### config.mk
export PLATFORM = sky130hd
export DESIGN_NAME = bit_balancer
export DESIGN_NICKNAME = d
export VERILOG_FILES = /design/src/rtl/bit_balancer.sv
export SDC_FILE = /design/constraint.sdc
export NUM_CORES = 1
export LEC_CHECK = 0
export BUFFER_PORTS_ARGS = -buffer_cell sky130_fd_sc_hd__buf_2
export CORE_AREA = 2 2 39 41
export DETAILED_ROUTE_END_ITERATION = 10
export DIE_AREA = 0 0 41 43
export SYNTH_ARGS = -nofsm -noshare
export SYNTH_HDL_FRONTEND = slang
export SYNTH_SLANG_ARGS = --single-unit
### constraint.sdc
create_clock -name clk -period 4.65 [get_ports clk]
set_input_delay 0.465 -clock clk [delete_from_list [all_inputs] [get_ports clk]]
set_output_delay 0.465 -clock clk [all_outputs]
set_load 0.005 [all_outputs]
### src/rtl/bit_balancer.sv
// rtl/bit_balancer.sv - registered population count of an input word
// Counts the '1' bits of `in` and presents the total one clock later.
module bit_balancer #(
  parameter int WIDTH = 8,
  parameter int CNT_W = 4
) (
  input  logic             clk,
  input  logic             reset,
  input  logic [WIDTH-1:0] in,
  output logic [CNT_W-1:0] count
);

  logic [CNT_W-1:0] w_popcount;
  logic [CNT_W-1:0] r_count;

  // CNT_W holds WIDTH, so the running sum can never wrap.
  always_comb begin
    w_popcount = '0;
    for (int i = 0; i < WIDTH; i++) begin
      w_popcount = w_popcount + CNT_W'(in[i]);
    end
  end

  always_ff @(posedge clk) begin
    if (reset) begin
      r_count <= '0;
    end else begin
      r_count <= w_popcount;
    end
  end

  assign count = r_count;

endmodule

# --- After elaboration in Yosys (flattened, before gate mapping) ---
# Cells that the tools add are included.
word_totals:
  ff_bits: 4
classes:
  n_addsub: 7
op_table:
  columns: ["cell", "count"]
  rows:
  - ["$add A4 B1 Y4", 4]
  - ["$add A3 B1 Y4", 1]
  - ["$add A2 B1 Y3", 1]
  - ["$add A1 B1 Y2", 1]

# --- Logic depth before layout (Yosys ltp) ---
depth:
  ltp_word: 7
  mapped_depth: 10
  mapped_depth_nobuf: 10

# --- Worst setup path before layout ---
# Ideal clock, no wire load.
synth_path:
  path_type: "input to register"
  startpoint: "input port in[0]"
  endpoint: "register r_count[2], in the netlist count[2]"
  path_slack_ns: 1.869
  path_stages: 10
  n_path_buf: 0
  setup_ns: 0.114
  required_time_ns: 4.536
  arrival_ns: 2.667
  path_cell_list: "inv_1 fa_1 fa_1 fa_1 inv_1 ha_1 inv_1 fa_1 xor2_1 nor2_1"
synth_between:
  elab_chain_cells: 7
synth_lines:
  columns: ["item", "line", "text"]
  rows:
  - ["start, declared", "9", "input logic [WIDTH-1:0] in,"]
  - ["$add A1 B1 Y2", "20", "w_popcount = w_popcount + CNT_W'(in[i]);"]
  - ["$add A2 B1 Y3", "20", null]
  - ["$add A3 B1 Y4", "20", null]
  - ["$add A4 B1 Y4 (4 in a row)", "20", null]
  - ["end signal, assigned", "28", "r_count <= w_popcount;"]
  - ["end, declared", "14", "logic [CNT_W-1:0] r_count;"]
# Every way passes these cells.
# A chain may end at the register's enable or synchronous reset.

# --- Worst setup path after layout ---
# Ends and elaborated chain as after synthesis.

==> results.py <==
metrics = {
    "die": {
        "dieHeight_um": 43,
        "start_util": 0.207,
        "die_w_um": 41,
        "ioPinCount": 14,
        "rows": 14,
        "core_region_area_um2": 1380,
        "die_area_um2": 1760,
    },
    "drt": {
        "drt_pre_antenna_iters": 1,
        "vias_per_cell": 3.55,
        "drt_iter0_drc": 0,
        "routedWlPerCell_um": 7.26,
        "vias": 220,
        "drt-total-wl_um": 450,
        "drc": 0,
        "ant_nets": 0,
    },
    "timing": {
        "finalHoldViolations": 0,
        "setup_viol": 0,
        "tightest_slew_ps": 159,
        "tns_ps": 0,
        "relSlewSlack": 0.894,
        "min_period_ps": 2710,
        "rsz0062_at_grt": "no",
        "fmax_mhz": 369,
        "slew_viol_final": 0,
        "fin_crit_sh": 0.583,
    },
    "cells_and_area": {
        "utilization": 0.285,
        "layout_common_cells": "13 x inv_1, 13 x buf_2, 4 x fa_1, 4 x dfxtp_1",
        "largest_reg_flops": 4,
        "fin_nets": 65,
        "diodes": 0,
        "drive_above_1_share": 0.370,
        "syn_to_final_growth_pct": 37.6,
    },
    "placement": {
        "gp_congestion": 0.636,
        "io_buffers": 13,
        "place_hpwl_um": 384,
    },
    "global_routing": {
        "globalRouteOverflowTotal": 0,
        "grt_max_degree": 5,
        "grt_pass1_vias": 224,
        "grt_pass1_wl_um": 772,
        "antenna_found_initial": 0,
        "grt_use_total": 0.0665,
    },
    "logic_synthesis": {
        "synth_nets": 47,
        "synth_area_um2": 287,
        "ys_ff_latch": 4,
        "yosys_warnings": 0,
        "syn_area_per_cell_um2": 9.55,
        "ys_seq_area_frac": 0.279,
        "synthCells": 30,
        "yosysUniqueCellTypes": 9,
    },
    "pwr": {
        "cellPowerDensity_nw_per_um2": 342,
        "leakagePower_nw": 0.235,
        "ir_drop_v": 0.000151,
    },
    "worst_setup_path": {
        "startpoint_type": "input pin",
        "path_class": "input pin to flip-flop",
        "critPathCaptureType": "flip-flop",
        "worst-path-max-fanout": 2,
        "worstPathRequired_ps": 4770,
        "worst_ep_arrival_time_ps": 2830,
    },
    "clock_tree": {
        "ctsHtreeMaxLevel": 1,
        "clock_path_buffers": 2,
        "hold_buffers": 0,
        "cts_buffers": 3,
        "clk_pin_slew_ps": 40,
        "postCtsSetupBuffers": 0,
        "clock_sinks": 4,
        "cts_tree": "yes",
        "cts_resized": 0,
        "clockRootBuffer": "clkbuf_4",
    },
    "hold_path": {
        "holdPathEnd": "count[1]$_SDFF_PP0_",
        "holdPathStages": 2,
        "holdCritPathClass": "input pin to flip-flop",
        "holdCritStartpoint": "reset",
    },
    "outcome": {
        "status": "completed",
    },
    "flow_run": {
        "drv_cap": 0,
    },
}
## how the worst max path moves through the flow
| stage | startpoint | end | slack [ps] | cells past startpoint |
|---|---|---|---|---|
| 6_report | in[0] | count[2]$_SDFF_PP0_ | 1940 | 11 |
| 5_1_grt | in[0] | count[2]$_SDFF_PP0_ | 1770 | 11 |
| 3_3_place_gp | in[0] | count[2]$_SDFF_PP0_ | 1720 | 11 |
| 3_5_place_dp | in[0] | count[2]$_SDFF_PP0_ | 1690 | 11 |
| 4_1_cts | in[0] | count[2]$_SDFF_PP0_ | 1930 | 11 |
| 2_1_floorplan | in[0] | count[2]$_SDFF_PP0_ | 1870 | 10 |
## stage by stage
| stage | setup WS, ps | cell area (um2) | cells | hold WS, ps | total power, mW |
|---|---|---|---|---|---|
| 2_1_floorplan | 1870 | 287 | 30 | 532 | 0.0771 |
| 3_3_place_gp | 1720 | 372 | 59 | 683 | 0.0943 |
| 6_report | 1940 | 394 | 62 | 441 | 0.135 |
| 4_1_cts | 1930 | 394 | 62 | 438 | 0.139 |
| 3_5_place_dp | 1690 | 372 | 59 | 686 | 0.0945 |
| 5_1_grt | 1770 | 394 | 62 | 448 | 0.151 |
## layout make-up
| class | count | area, um2 |
|---|---|---|
| clock buffer | 3 | 22.5 |
| fill | 151 | 990 |
| inverter | 13 | 48.8 |
| multi-input combinational | 13 | 158 |
| sequential | 4 | 80.1 |
| tap | 16 | 20.0 |
| timing repair buffer | 13 | 65.1 |
## power by group
part	internal, mW	total [mW]	leakage [nW]	switching, mW
sequential	0.0420	0.0432	0.0331	0.00126
clock	0.0288	0.0427	0.0138	0.0139
combinational	0.0247	0.0489	0.188	0.0242
## logic make-up after synthesis
family,count (synthesis),synth area share
buf+inv,13,0.170
fa+ha+maj,7,0.411
simple gates,4,0.0917
flops,4,0.279
compound gates,1,0.0175
xor+xnor,1,0.0306
## routing by layer
metal  up-vias  global-route usage  part of all wire
li1        115                   -                 -
met1        98              0.0682              0.40
met2         7               0.103              0.51
met3         0              0.0471             0.084
met4         0              0.0200                 0
met5         -                   0                 0
## synth_stat cells, drive strengths merged
master | instances | share of area
xor2 | 1 | 0.031
dfxtp | 4 | 0.28
nor2b | 1 | 0.022
fa | 4 | 0.28
nor2 | 2 | 0.026
ha | 3 | 0.13
a21oi | 1 | 0.017
inv | 13 | 0.17
nor3b | 1 | 0.044
## worst max-delay path, cell delays in order
cell and delay (ps):
buf_2 70, inv_1 40, fa_1 540, fa_1 430, fa_1 440, inv_1 70, ha_1 160, inv_1 60
fa_1 370, xor2_1 140, nor2_1 50
Power figures use the tool's default switching activity.
